===== config.mk =====
export PLATFORM = sky130hd
export DESIGN_NAME = fib_seq
export DESIGN_NICKNAME = d
export VERILOG_FILES = /design/src/rtl/fib_seq_pkg.sv /design/src/rtl/fib_sat_add.sv /design/src/rtl/fib_seq.sv
export SDC_FILE = /design/constraint.sdc
export NUM_CORES = 1
export LEC_CHECK = 0
export ABC_CLOCK_PERIOD_IN_PS = 5400
export CORE_ASPECT_RATIO = 1.75
export CORE_MARGIN = 8
export CORE_UTILIZATION = 52
export CTS_CLUSTER_DIAMETER = 60
export DETAILED_ROUTE_END_ITERATION = 16
export PLACE_DENSITY = 0.85
export SYNTH_ARGS = -nofsm -noshare
export SYNTH_HDL_FRONTEND = slang
export SYNTH_SLANG_ARGS = --single-unit

===== constraint.sdc =====
create_clock -name i_clk -period 5.4 [get_ports i_clk]
set_input_delay 0.54 -clock i_clk [delete_from_list [all_inputs] [get_ports i_clk]]
set_output_delay 0.54 -clock i_clk [all_outputs]
set_load 0.005 [all_outputs]

===== src/rtl/fib_seq_pkg.sv =====
// Shared types and constants for the generalised-Fibonacci sequence engine.
package fib_seq_pkg;

    // Controller states; the 2'b11 encoding is unused and recovers to idle.
    typedef enum logic [1:0] {
        e_idle    = 2'b00,
        e_operate = 2'b01,
        e_done    = 2'b10
    } state_e;

    // Seed selection; 2'b11 is reserved and falls back to Fibonacci seeds.
    typedef enum logic [1:0] {
        FIB    = 2'b00,
        LUCAS  = 2'b01,
        CUSTOM = 2'b10
    } mode_e;

    // Lucas numbers start from T(0)=2, T(1)=1.
    localparam int LUCAS_SEED0 = 2;
    localparam int LUCAS_SEED1 = 1;

endpackage


===== src/rtl/fib_sat_add.sv =====
// Saturating adder for sequence terms: once either operand has already
// overflowed, or the new sum carries out, the result pins at all-ones.
module fib_sat_add #(
    parameter int W = 20
) (
    input  logic [W-1:0] a,
    input  logic [W-1:0] b,
    input  logic         a_ovf,
    input  logic         b_ovf,
    output logic [W-1:0] sum,
    output logic         ovf
);

    logic [W:0] raw_sum;

    // Widen by one bit so the carry is visible, then clamp instead of wrapping.
    always_comb begin
        raw_sum = {1'b0, a} + {1'b0, b};
        ovf     = a_ovf | b_ovf | raw_sum[W];
        sum     = ovf ? '1 : raw_sum[W-1:0];
    end

endmodule


===== src/rtl/fib_seq.sv =====
// Generalised-Fibonacci sequence engine: start/ready/done slave that streams
// T(0)..T(n) from a selectable seed pair and latches T(n) with a sticky
// saturation flag.
module fib_seq
    import fib_seq_pkg::*;
#(
    parameter int W   = 20,
    parameter int N_W = 5
) (
    input  logic           i_clk,
    input  logic           i_rst,
    input  logic           i_start,
    input  logic           i_abort,
    input  logic [1:0]     i_mode,
    input  logic [W-1:0]   i_seed0,
    input  logic [W-1:0]   i_seed1,
    input  logic [N_W-1:0] i_n,
    output logic           o_ready,
    output logic [W-1:0]   o_term,
    output logic [N_W-1:0] o_term_idx,
    output logic           o_term_valid,
    output logic           o_done_tick,
    output logic [W-1:0]   o_result,
    output logic           o_ovf
);

    state_e         state;
    state_e         state_next;

    logic [W-1:0]   a;
    logic [W-1:0]   b;
    logic           a_ovf;
    logic           b_ovf;
    logic [N_W-1:0] k;
    logic [N_W-1:0] n;
    logic [W-1:0]   result;
    logic           ovf;

    logic [W-1:0]   sum;
    logic           sum_ovf;
    logic           at_target;

    assign at_target = (k == n);

    fib_sat_add #(.W(W)) u_add (
        .a     (a),
        .b     (b),
        .a_ovf (a_ovf),
        .b_ovf (b_ovf),
        .sum   (sum),
        .ovf   (sum_ovf)
    );

    // State register; reset forces idle immediately without a done tick.
    always_ff @(posedge i_clk or posedge i_rst) begin
        if (i_rst) begin
            state <= e_idle;
        end else begin
            state <= state_next;
        end
    end

    // Next-state logic: abort wins over completion, done lasts one cycle.
    always_comb begin
        state_next = e_idle;
        case (state)
            e_idle: begin
                state_next = i_start ? e_operate : e_idle;
            end
            e_operate: begin
                if (i_abort) begin
                    state_next = e_idle;
                end else if (at_target) begin
                    state_next = e_done;
                end else begin
                    state_next = e_operate;
                end
            end
            e_done: begin
                state_next = e_idle;
            end
            default: begin
                state_next = e_idle;
            end
        endcase
    end

    // Datapath: load seeds on start, advance the term pair while operating,
    // and latch the final term only on a non-aborted completion.
    always_ff @(posedge i_clk or posedge i_rst) begin
        if (i_rst) begin
            a      <= '0;
            b      <= '0;
            a_ovf  <= 1'b0;
            b_ovf  <= 1'b0;
            k      <= '0;
            n      <= '0;
            result <= '0;
            ovf    <= 1'b0;
        end else begin
            case (state)
                e_idle: begin
                    if (i_start) begin
                        case (i_mode)
                            LUCAS: begin
                                a <= W'(LUCAS_SEED0);
                                b <= W'(LUCAS_SEED1);
                            end
                            CUSTOM: begin
                                a <= i_seed0;
                                b <= i_seed1;
                            end
                            default: begin
                                a <= '0;
                                b <= W'(1);
                            end
                        endcase
                        a_ovf <= 1'b0;
                        b_ovf <= 1'b0;
                        k     <= '0;
                        n     <= i_n;
                    end
                end
                e_operate: begin
                    if (!i_abort) begin
                        if (at_target) begin
                            result <= a;
                            ovf    <= a_ovf;
                        end else begin
                            a     <= b;
                            a_ovf <= b_ovf;
                            b     <= sum;
                            b_ovf <= sum_ovf;
                            k     <= k + 1'b1;
                        end
                    end
                end
                default: begin
                end
            endcase
        end
    end

    // Outputs decoded from the state plus the registered datapath.
    always_comb begin
        o_ready      = (state == e_idle);
        o_term_valid = (state == e_operate);
        o_done_tick  = (state == e_done);
        o_term       = a;
        o_term_idx   = k;
        o_result     = result;
        o_ovf        = ovf;
    end

endmodule


# --- Word-level counts from Yosys, hierarchy flattened ---
# Index checks and enable logic that the tools add are counted.
word_totals:
  reg_bits: 75
  input_bits: 51
  out_inout_bits: 49
classes:
  add_sub_neg: 2
  eq_ne: 8
  mux: 26
  bitwise: 3
  n_reduce_logical: 5
op_table:
  columns: ["operator", "count"]
  rows:
  - ["20-bit 2-to-1 mux", 8]
  - ["20-bit one-hot mux with 2 select lines", 3]
  - ["20-bit by 20-bit adder with 21-bit output", 1]
  - ["5-bit 2-to-1 mux", 3]
  - ["5-bit one-hot mux with 2 select lines", 1]
  - ["1-bit 2-to-1 mux", 6]
  - ["2-bit != test (second input constant)", 3]
  - ["5-bit by 1-bit adder with 5-bit output (second input constant)", 1]
  - ["5-bit == test", 1]
  - ["2-bit by 1-bit == test with 1-bit output (second input constant)", 2]
  - ["2-bit == test (second input constant)", 2]
  - ["2-bit 2-to-1 mux", 2]
  - ["1-bit one-hot mux with 2 select lines", 2]
  - ["2-bit one-hot mux with 2 select lines", 1]
  - ["4-bit AND reduction", 1]
  - ["3-bit AND reduction", 1]
  - ["2-bit logical NOT", 1]
  - ["1-bit bitwise OR", 2]
  - ["2-bit AND reduction", 1]
  - ["2-bit nonzero test", 1]
  - ["1-bit NOT", 1]

# --- Logic depth before layout (Yosys ltp) ---
# Gate-level depths: netlist (run 1).
logic_depth:
  depth_word: 6
  ltp_mapped: 9
  ltp_nobuf: 8

# --- By module ---
# From an unflattened synthesis (run 1), not the netlist that was laid out.
unflattened:
  hier_cells: 502
  area_unflattened_um2: 4872.2
by_module_without_submodules:
  columns: ["module", "instances", "cells_per_inst", "area_per_inst_um2", "seq_area_each_um2"]
  rows:
  - ["fib_seq", 1, 337, 3689.8, 1876.8]
  - ["fib_sat_add", 1, 165, 1182.4, 0.0]

# --- Least setup slack after synthesis (run 1) ---
# Ideal clock, no wire load.
synth_timing:
  kind: "register to register"
  startpoint: "reg a[0], in the netlist o_term[0]"
  endpoint: "reg b[19]"
  arrival_time_ps: 2319
  t_required_ps: 5263
  setup_slack_ps: 2944
  path_stages_with_launch: 10
  n_path_buf: 1
  synth_period_minus_slack_ps: 2456
  path_cell_list: "dfrtp_1 ha_1 fa_1 a21oi_1 o22ai_1 a221oi_4 a31oi_4 buf_6 a222oi_1 o31ai_1"
synth_via:
  elab_chain_len: 6
synth_lines:
  columns: ["element", "line_no", "source"]
  rows:
  - ["from (decl)", "fib_seq.sv:30", "logic [W-1:0] a;"]
  - ["from (signal assigned)", "fib_seq.sv:106", "a <= W'(LUCAS_SEED0);"]
  - ["from (signal assigned)", "fib_seq.sv:110", "a <= i_seed0;"]
  - ["20-bit by 20-bit adder with 21-bit output (*)", "fib_sat_add.sv:18", "raw_sum = {1'b0, a} + {1'b0, b};"]
  - ["1-bit bitwise OR", "fib_sat_add.sv:19", "ovf = a_ovf | b_ovf | raw_sum[W];"]
  - ["20-bit 2-to-1 mux (*)", "fib_sat_add.sv:20", "sum = ovf ? '1 : raw_sum[W-1:0];"]
  - ["20-bit 2-to-1 mux (*)", "fib_seq.sv:126", "if (at_target) begin"]
  - ["20-bit 2-to-1 mux (*)", "fib_seq.sv:125", "if (!i_abort) begin"]
  - ["20-bit one-hot mux with 2 select lines (*)", "fib_seq.sv:101", "case (state)"]
  - ["to (signal assigned)", "fib_seq.sv:107", "b <= W'(LUCAS_SEED1);"]
  - ["to (signal assigned)", "fib_seq.sv:111", "b <= i_seed1;"]
  - ["to (signal assigned)", "fib_seq.sv:132", "b <= sum;"]
  - ["to (decl)", "fib_seq.sv:31", "logic [W-1:0] b;"]
# Mark *: on every way between the ends. The rest lies on a longest branch, timed or not. The select of a mux whose other input is x is not followed.
# A chain may end at the register's enable or synchronous reset.

# --- Final worst setup path (run 1) ---
layout_timing:
  startpoint: "reg a[0], in the netlist o_term[0]"
  endpoint: "reg b[11]"
# The elaborated chain is that of the path after synthesis.

==> impl_results.md, run 1 <==
- Status: finished clean
- Adder-cell share of the synthesized area: 7.10%
- Worst hold path class: flip-flop to flip-flop
- Commonest non-fill, non-tap cells in the layout: clkdlybuf4s50_1 (99), dfrtp_1 (75), nand2_1 (53)
- 1st-iter DRT viols: 290
- H-tree Lvls: 3
- Initial antenna violation count: 0
- Post-Syn Instances: 437
- Startpoint Class: flip-flop
- Power per cell area: 526 nW/um2
- Die Span Y: 137 um
- Top post-synthesis cells by area: dfrtp_1 (43%), ha_1 (6.6%), a222oi_1 (5.8%)
- Synth async-reset ratio: 100%
- Largest family of logic cells by synthesized area: compound AO/OA/AOI/OAI gates
- Multiplexer share of the synthesized area: 5.72%
- Max transition margin: 19.8%
- Wirelength per Cell: 19.0 um
- Synth Area in Compound Gates: 23.9%
- R2r setup slk: 2.59 ns
- Ys Warns: 0
- Clock tree from TritonCTS: done
- Global-route wire length before repair: 19300 um
- DRC Markers: 0
- Via count: 3852
- Worst path top cell family by delay: compound AO/OA/AOI/OAI gates
- Port-buffer cells: 99
- CP max FO: 17
- FF-to-FF End: b[11]
- Register area share after synthesis: 43.3%
- Critical path arrival: 3.00 ns
- Slowest-stage cell, CP: dfrtp_1
- Final WL: 11800 um
- Clock Skew: 0.00915 ns
- Synth top area share: 43.3%
- Worst Hold Endpoint: o_result[1]
- Crit path required time: 5.59 ns
- DP HPWL: 8410 um
- Tmin final: 2.81 ns
- FF+latch count, synth: 75
- Starting Density: 52.8%
- Worst hold stages: 2
- Grt ovf: 0
- Min-delay src: o_result[1]
- Worst-skew pair later-pin latency: 0.33 ns
- Post-synth EDFFs: 0
- RSZ-0062 raised after global routing: false
- Final Non-Filler Cells: 622
- RePlAce Congestion: 0.863
- Ant diodes: 0
- Final setup vio count: 0
- Max_cap viols: 0
- Clock-pin slew of the registers on the worst-case setup and hold paths: 0.06 ns
- Worst r2r src: o_term[0]
- Post-CTS setup buffers: 0
- Cts hold-fix bufs: 0
- Count of cell types in the netlist: 56
- Clk sink count: 75
- Reg2reg path depth: 8
- WP buf/inv: 0
- CTS resizes: 0
- Die width: 85.0 um
- Vias per inst: 6.19
- Core Box Area: 8200 um2
- I/O pins: 100
- Max Buffers Root-to-Sink: 2
- Final TNS setup: 0 ns
- Clock Root Buffer: clkbuf_16
- Slew @ Worst Pin: 1.20 ns
- Nets: 600
- Die area: 11600 um2
- Syn_nets: 512
- Synth Area in XOR/XNOR: 3.64%
- Post-synth design cell area: 4330 um2
- TritonRoute pass-1 iters: 9
- Fmax: 0.356 GHz
- Post-Synth Simple-Gate Area: 11.3%
- Layout area overhead: 30.9%
- Worst Setup Path Type: flip-flop to flip-flop
- Placed cells: 606
- Total CTS buffers: 9
- Syn Area/Cell: 9.92 um2
- Crit-path cells: ha_1, fa_1, a21oi_1, o22ai_1, a221oi_4, a31oi_4, a222oi_1, o21ai_0
- CP Depth: 8
- Final max-slew violation count: 0
- Vias in the first global route: 4002
- VDD IR max: 0.279 mV
- Area leader, netlist: dfrtp_1
- Final hold slack: 0.486 ns
- Final period util: 52.0%
- Largest net degree at the start of global routing: 76
- FILL cells: 617
- LEAKAGE: 2.79 nW
- Post-route ant nets: 0
- Top FF cell, synth: dfrtp_1
- Worst path max stage delay: 0.41 ns
- Final Hold Fails: 0
- Commonest non-fill, non-tap cell in the layout: clkdlybuf4s50_1
- CP Capture Type: flip-flop
- Share of post-route cells with drive strength above 1: 9.25%
- Rows: 44
- Gr usage total: 20.7%
-- sequential cells by signal (all words and copies together) (netlist names) --
name	cells
b_ovf	1
o_ovf	1
b	20
o_result	20
a_ovf	1
state	2
n	5
o_term_idx	5
o_term	20
-- report_power, final --
part           switching [mW]  leakage [nW]  internal (mW)
clock                   0.222         0.145          0.368
combinational           0.744          1.65          0.698
sequential              0.185         0.999          0.766
-- area by class of cell --
cell class | instances | area, um2 | share of cell area [%]
Inverter | 30 | 114 | 2.01
Tap cell | 92 | 115 | 2.03
Multi-Input combinational cell | 307 | 2260 | 39.8
Clock buffer | 11 | 243 | 4.28
Clock inverter | 5 | 52.6 | 0.926
Sequential cell | 75 | 1880 | 33.1
Timing Repair Buffer | 102 | 1010 | 17.9
-- through the flow --
stage	cell area, um2	power, mW	setup WS [ns]	util [%]
final	5670	2.98	2.59	69.2
after global routing	5670	3.21	2.36	69.2
after CTS	5670	3.00	2.54	69.2
after detailed placement	5380	2.39	2.55	65.6
after global placement	5380	2.33	2.64	65.6
after floorplan	4330	1.82	2.94	-
-- cell usage after synthesis (3+ instances only) --
library cell / n
xnor2_1: 3
a222oi_1: 25
a211oi_1: 3
and2_1: 4
ha_1: 23
o2111ai_1: 3
o21bai_1: 3
nor2_1: 17
a21oi_1: 20
nor3_1: 3
inv_1: 30
xor2_1: 15
o211ai_1: 5
nand4_1: 4
o21ai_0: 26
or3_1: 4
clkbuf_1: 20
a31oi_1: 5
and3_1: 6
o31ai_1: 4
a22oi_1: 11
mux2_2: 22
a21o_1: 8
nand3_1: 6
nand2_1: 53
dfrtp_1: 75
-- cells by family (layout without fill, tap and decap cells) --
logic type / after synthesis / count (layout)
buffers and inverters: 55 / 148
XOR/XNOR: 18 / 18
AND/OR/NAND/NOR: 107 / 107
AO/OA/AOI/OAI: 136 / 136
adder cells (fa/ha/maj): 24 / 24
flip-flops: 75 / 75
multiplexers: 22 / 22
-- worst max path at each step --
stage / from / endpoint / slack [ns]
6_report: o_term[0] / b[11] / 2.59
5_1_grt: o_term[0] / b[11] / 2.36
4_1_cts: o_term_idx[1] / o_result[9] / 2.54
3_5_place_dp: o_term_idx[1] / o_result[19] / 2.55
3_3_place_gp: o_term_idx[1] / o_result[11] / 2.64
2_1_floorplan: o_term[0] / b[19] / 2.94
-- worst register-to-register path, cell delays in order, from the launching register on --
cell and delay [ns]:
dfrtp_1 0.41, ha_1 0.23, fa_1 0.40, a21oi_1 0.25, o22ai_1 0.17, a221oi_4 0.40, a31oi_4 0.30, a222oi_1 0.34
o21ai_0 0.15
-- routing by layer --
layer / global-route usage (%) / routed length, um
met2: 39.3 / 6610
met3: 3.25 / 502
met5: 0 / 0
met4: 10.2 / 302
met1: 21.4 / 4420
(Power assumes the default switching activity.)
==> run 2: changes to the inputs <==
--- a/config.mk
+++ b/config.mk
@@ -5,13 +5,13 @@
 export SDC_FILE = /design/constraint.sdc
 export NUM_CORES = 1
 export LEC_CHECK = 0
-export ABC_CLOCK_PERIOD_IN_PS = 5400
+export ABC_CLOCK_PERIOD_IN_PS = 2350
 export CORE_ASPECT_RATIO = 1.75
 export CORE_MARGIN = 8
-export CORE_UTILIZATION = 52
+export CORE_UTILIZATION = 46
 export CTS_CLUSTER_DIAMETER = 60
 export DETAILED_ROUTE_END_ITERATION = 16
-export PLACE_DENSITY = 0.85
+export PLACE_DENSITY = 0.79
 export SYNTH_ARGS = -nofsm -noshare
 export SYNTH_HDL_FRONTEND = slang
 export SYNTH_SLANG_ARGS = --single-unit
==> constraint.sdc (replaced) <==
create_clock -name i_clk -period 2.35 [get_ports i_clk]
set_input_delay 0.235 -clock i_clk [delete_from_list [all_inputs] [get_ports i_clk]]
set_output_delay 0.235 -clock i_clk [all_outputs]
set_load 0.005 [all_outputs]
==> impl_results.md, run 2 (synthesis gave the netlist of run 1 again) <==
- Critical path arrival: 2.66 ns
- Worst Setup Path Type: flip-flop to flip-flop
- RePlAce Congestion: 0.927
- Worst-skew pair later-pin latency: 0.34 ns
- CP max FO: 4
- DP HPWL: 9300 um
- Crit path required time: 2.58 ns
- Commonest non-fill, non-tap cell in the layout: clkdlybuf4s50_1
- Die Span Y: 144 um
- Total CTS buffers: 9
- DRC Markers: 0
- Post-DP Area: 5810 um2
- Wirelength per Cell: 18.4 um
- CP Capture Type: flip-flop
- Reg2reg path depth: 10
- Clock Root Buffer: clkbuf_16
- Cts hold-fix bufs: 0
- Finished Cell Area: 6250 um2
- Final TNS setup: -0.726 ns
- Slew @ Worst Pin: 0.615 ns
- Via count: 4119
- Max Buffers Root-to-Sink: 2
- Violated checks: negative setup slack
- Starting Density: 46.6%
- Clock-pin slew of the registers on the worst-case setup and hold paths: 0.06 ns
- Die area: 12900 um2
- Max transition margin: 58.7%
- Fmax: 0.410 GHz
- Port-buffer cells: 99
- Clock tree from TritonCTS: done
- Share of post-route cells with drive strength above 1: 20.8%
- Commonest non-fill, non-tap cells in the layout: clkdlybuf4s50_1 (99), dfrtp_1 (75), nand2_1 (51)
- Combinational share of power: 54.7%
- Ant diodes: 0
- Nets: 653
- Final Hold Fails: 0
- Core Box Area: 9290 um2
- Status: finished with violations
- RSZ-0062 raised after global routing: true
- Worst hold path class: input pin to asynchronous set/reset pin
- 1st-iter DRT viols: 341
- Vias per inst: 5.84
- Switching share of total power: 38.7%
- Clock Skew: 0.00760 ns
- Worst Setup Slack, final: -0.0866 ns
- VDD IR max: 0.660 mV
- Startpoint Class: flip-flop
- Final max-slew violation count: 0
- Grt ovf: 0
- Met2 routed WL: 7120 um
- Final setup vio count: 17
- H-tree Lvls: 3
- Clk sink count: 75
- Post-Route M1 WL: 4860 um
- Post-route ant nets: 0
- Global-route wire length before repair: 20700 um
- Die width: 89.4 um
- Final WL: 12900 um
- Met3 wire len: 524 um
- Layout area overhead: 44.2%
- Gr usage total: 20.9%
- Clock share of power: 17.1%
- Final period util: 104%
- I/O pins: 100
- Rows: 47
- Power per cell area: 1200 nW/um2
- Sw power: 2.91 mW
- Max_cap viols: 0
- TritonRoute pass-1 iters: 6
- LEAKAGE: 3.07 nW
- Largest net degree at the start of global routing: 48
- Max Used Layer: met4
- Share of power burned in registers: 28.2%
- Vias in the first global route: 4323
- Tmin final: 2.44 ns
- Int Pwr: 4.61 mW
- Initial antenna violation count: 0
==> run 2: cell count changes in the layout (fill, tap and decap cells not counted), sizes merged <==
cell | previous run | this run
bufinv | 1 | 0
buf | 3 | 55
a31oi | 6 | 7
clkinv | 4 | 5
==> run 2: cell type report <==
cell class / count / area [um2]
Clock buffer: 11 / 253
Clock inverter: 5 / 27.5
Fill cell: 805 / 3040
Inverter: 30 / 114
Multi-Input combinational cell: 308 / 2370
Sequential cell: 75 / 1880
Tap cell: 122 / 153
Timing Repair Buffer: 154 / 1450
==> run 2: path summary, 6_finish.rpt <==
| check | start | to | slack (ns) |
|---|---|---|---|
| worst max-delay path | b[0] | b[12] | -0.09 |
| worst min-delay path | i_rst | state[1] | 0.29 |
| worst max register to register | b[0] | b[12] | -0.09 |
| worst min register to register | o_result[1] | o_result[1] | 0.48 |
| max in group asynchronous | i_rst | o_term[8] | 1.55 |
| min in group i_clk | i_n[4] | n[4] | 0.42 |
==> run 2: what timing repair did <==
item,4_1_cts,5_1_grt
pin swaps,7,13
setup buffers,5,2
endpoints found under the setup margin,11,21
gates resized for setup,13,25
gates cloned,1,0
==> run 2: layer usage <==
| metal | vias to the layer above | global-route usage [%] |
|---|---|---|
| met5 | - | 0 |
| met4 | 0 | 12.1 |
| met3 | 30 | 2.50 |
| met2 | 126 | 38.3 |
| met1 | 2038 | 21.9 |
| li1 | 1925 | - |
==> run 2: power by group through the flow <==
stage          Combinational, mW  Clock (mW)  Sequential (mW)
2_1_floorplan               2.07           0             2.13
3_3_place_gp                3.81           0             2.10
3_5_place_dp                3.91           0             2.14
4_1_cts                     3.98        1.32             2.12
5_1_grt                     4.49        1.36             2.18
6_report                    4.11        1.29             2.12
==> run 2: critical path, stage by stage (launching register included) <==
cell	delay (ns)
dfrtp_1	0.39
ha_2	0.21
fa_2	0.39
a21oi_4	0.18
o22ai_4	0.10
a221oi_4	0.30
buf_4	0.17
buf_6	0.10
nand2_2	0.06
xor2_1	0.15
a211o_1	0.28
==> run 2: per-stage QoR <==
step / util [%] / hold WS (ns) / cells / setup WS (ns) / power, mW
after floorplan: - / 0.340 / 437 / 0.00997 / 4.20
after global placement: 62.5 / 0.464 / 681 / -0.0408 / 5.92
after detailed placement: 62.5 / 0.492 / 681 / -0.114 / 6.05
after CTS: 66.4 / 0.304 / 703 / -0.0332 / 7.42
after global routing: 67.3 / 0.344 / 705 / -0.178 / 8.03
final: 67.3 / 0.295 / 705 / -0.0866 / 7.51
==> run 3: changes to the inputs <==
--- a/config.mk
+++ b/config.mk
@@ -5,13 +5,16 @@
 export SDC_FILE = /design/constraint.sdc
 export NUM_CORES = 1
 export LEC_CHECK = 0
+export ABC_AREA = 1
 export ABC_CLOCK_PERIOD_IN_PS = 2350
+export CAP_MARGIN = 30
 export CORE_ASPECT_RATIO = 1.75
 export CORE_MARGIN = 8
-export CORE_UTILIZATION = 46
+export CORE_UTILIZATION = 52
 export CTS_CLUSTER_DIAMETER = 60
 export DETAILED_ROUTE_END_ITERATION = 16
-export PLACE_DENSITY = 0.79
+export DONT_BUFFER_PORTS = 1
+export PLACE_DENSITY = 0.72
 export SYNTH_ARGS = -nofsm -noshare
 export SYNTH_HDL_FRONTEND = slang
 export SYNTH_SLANG_ARGS = --single-unit
==> impl_results.md, run 3 <==
- Clock Skew: 0.00643 ns
- CP max FO: 12
- Syn_nets: 703
- Crit-path most repeated cell: nand2_1
- DRC Markers: 0
- Crit-path cells: ha_1, a21oi_1, nand3b_1, nand2_1, or2_2, nand2_4, nand3_1, nand2_1, nand2_1
- Post-synth top cells: nand2_1 (238), nand3_1 (78), dfrtp_1 (75)
- Reg area: 1880 um2
- RSZ-0062 raised after global routing: false
- Worst-skew pair later-pin latency: 0.34 ns
- Commonest non-fill, non-tap cell in the layout: nand2_1
- Slowest-stage cell, CP: dfrtp_1
- Status: finished clean
- Power per cell area: 1330 nW/um2
- Top FF cell, synth: dfrtp_1
- Tmin final: 2.14 ns
- Gr usage total: 23.3%
- Max transition margin: 64.1%
- I/O pins: 100
- Grt ovf: 0
- Port-buffer cells: 0
- Clock Root Buffer: clkbuf_16
- Nets: 707
- Startpoint Class: flip-flop
- Register area share after synthesis: 39.9%
- Count of cell types in the netlist: 40
- RePlAce Congestion: 1.03
- Share of post-route cells with drive strength above 1: 8.01%
- Syn Area/Cell: 7.48 um2
- Clock-pin slew of the registers on the worst-case setup and hold paths: 0.06 ns
- Worst path max stage delay: 0.45 ns
- Crit path required time: 2.57 ns
- TritonRoute pass-1 iters: 5
- Synth top area share: 39.9%
- Top post-synthesis cells by area: dfrtp_1 (40%), nand2_1 (19%), nand3_1 (8.3%)
- FF+latch count, synth: 75
- Global-route wire length before repair: 22100 um
- Post-CTS setup buffers: 0
- DP Worst Slack: 0.140 ns
- Final WL: 13800 um
- Rows: 46
- Post-synth design cell area: 4700 um2
- 1st-iter DRT viols: 223
- Vias per inst: 5.62
- Max Buffers Root-to-Sink: 2
- Final TNS setup: 0 ns
- Via count: 4252
- LEAKAGE: 2.70 nW
- Final max-slew violation count: 0
- Final period util: 91.1%
- Initial antenna violation count: 0
- H-tree Lvls: 3
- Max_cap viols: 0
- Die width: 87.9 um
- Synth async-reset ratio: 100%
- Commonest non-fill, non-tap cells in the layout: nand2_1 (237), nand3_1 (78), dfrtp_1 (75)
- Clock tree from TritonCTS: done
- Total CTS buffers: 9
- Footprint of the multi-input gates: 2470 um2
- Fmax: 0.467 GHz
- Ant diodes: 0
- Wirelength per Cell: 18.2 um
- Die Span Y: 142 um
- Largest net degree at the start of global routing: 76
- Worst Setup Slack, final: 0.210 ns
- Final setup vio count: 0
- Clk sink count: 75
- Post-Syn Instances: 628
- Core Box Area: 8920 um2
- Slew @ Worst Pin: 0.538 ns
- Final Hold Fails: 0
- Die area: 12500 um2
- Post-synth EDFFs: 0
- Critical path arrival: 2.36 ns
- DP HPWL: 10700 um
- Layout area overhead: 8.89%
- Post-route ant nets: 0
- Ys Warns: 0
- Vias in the first global route: 4246
- FILL cells: 838
- Starting Density: 52.7%
- Area leader, netlist: dfrtp_1
- Worst hold path class: input pin to flip-flop
- Most numerous cell in the Yosys netlist: nand2_1
- CP Capture Type: flip-flop
- VDD IR max: 0.609 mV
- Worst Setup Path Type: flip-flop to flip-flop
==> run 3: final cells by class <==
| type | instances | share of cell area, % |
|---|---|---|
| flip-flops and latches | 75 | 36.7 |
| clock buffers | 11 | 4.94 |
| well taps | 120 | 2.93 |
| multi-input cells | 475 | 48.3 |
| repair buffers | 12 | 2.05 |
| inverters | 59 | 4.38 |
| clock inverters | 5 | 0.709 |
==> run 3: metal layers <==
layer | part of all wire [%] | global-route usage, % | vias to the layer above
met3 | 6.2 | 4.40 | 32
met5 | 0 | 0 | -
li1 | - | - | 2040
met4 | 3.7 | 11.7 | 0
met2 | 52 | 40.0 | 146
met1 | 39 | 26.3 | 2034
==> run 3: report_power, final <==
group | switching, mW | internal [mW] | total (mW)
Combinational | 2.00 | 1.14 | 3.14
Sequential | 0.544 | 1.76 | 2.31
Clock | 0.562 | 0.774 | 1.34
Total | 3.11 | 3.67 | 6.78
==> run 3: kinds of logic after synthesis <==
family                   after synthesis  synth area share, %
AND/OR/NAND/NOR                      369                 33.3
adder cells (fa/ha/maj)               24                 6.55
buffers and inverters                 78                 7.67
AO/OA/AOI/OAI                         65                 9.40
XOR/XNOR                              17                 3.17
flip-flops                            75                 39.9
==> run 3: stage by stage <==
stage / instance area (um2) / hold slack, ns / util (%) / cells / total power [mW]
2_1_floorplan: 4700 / 0.345 / - / 628 / 4.62
3_3_place_gp: 4810 / 0.241 / 53.9 / 740 / 5.33
3_5_place_dp: 4810 / 0.242 / 53.9 / 740 / 5.42
4_1_cts: 5110 / 0.0103 / 57.3 / 757 / 6.79
5_1_grt: 5120 / 0.0351 / 57.4 / 757 / 7.31
6_report: 5120 / 0.0208 / 57.4 / 757 / 6.78
==> run 3: worst max-delay path, delay by kind of cell, from the launching register on <==
family | cells | cell delay, ns
and+or+nand+nor | 7 | 0.97
DFF | 1 | 0.45
adders and majority gates | 1 | 0.37
AOI/OAI and AO/OA | 1 | 0.22
==> run 3: path summary, 6_finish.rpt <==
kind	from	depth (start not counted)	end	slack [ns]
max	o_term[17]	9	b[17]	0.21
min	i_n[0]	2	n[0]	0.02
max reg2reg	o_term[17]	9	b[17]	0.21
min reg2reg	n[0]	2	n[0]	0.50
max in group asynchronous	i_rst	3	o_result[12]	1.59
min in group asynchronous	i_rst	3	o_result[1]	0.44
==> run 3: timing repair <==
item / 4_1_cts / 5_1_grt
hold buffers: 1 / 0
gates resized for setup: 0 / 3
hold endpoints to repair: 75 / 0
setup endpoints to repair: 0 / 13
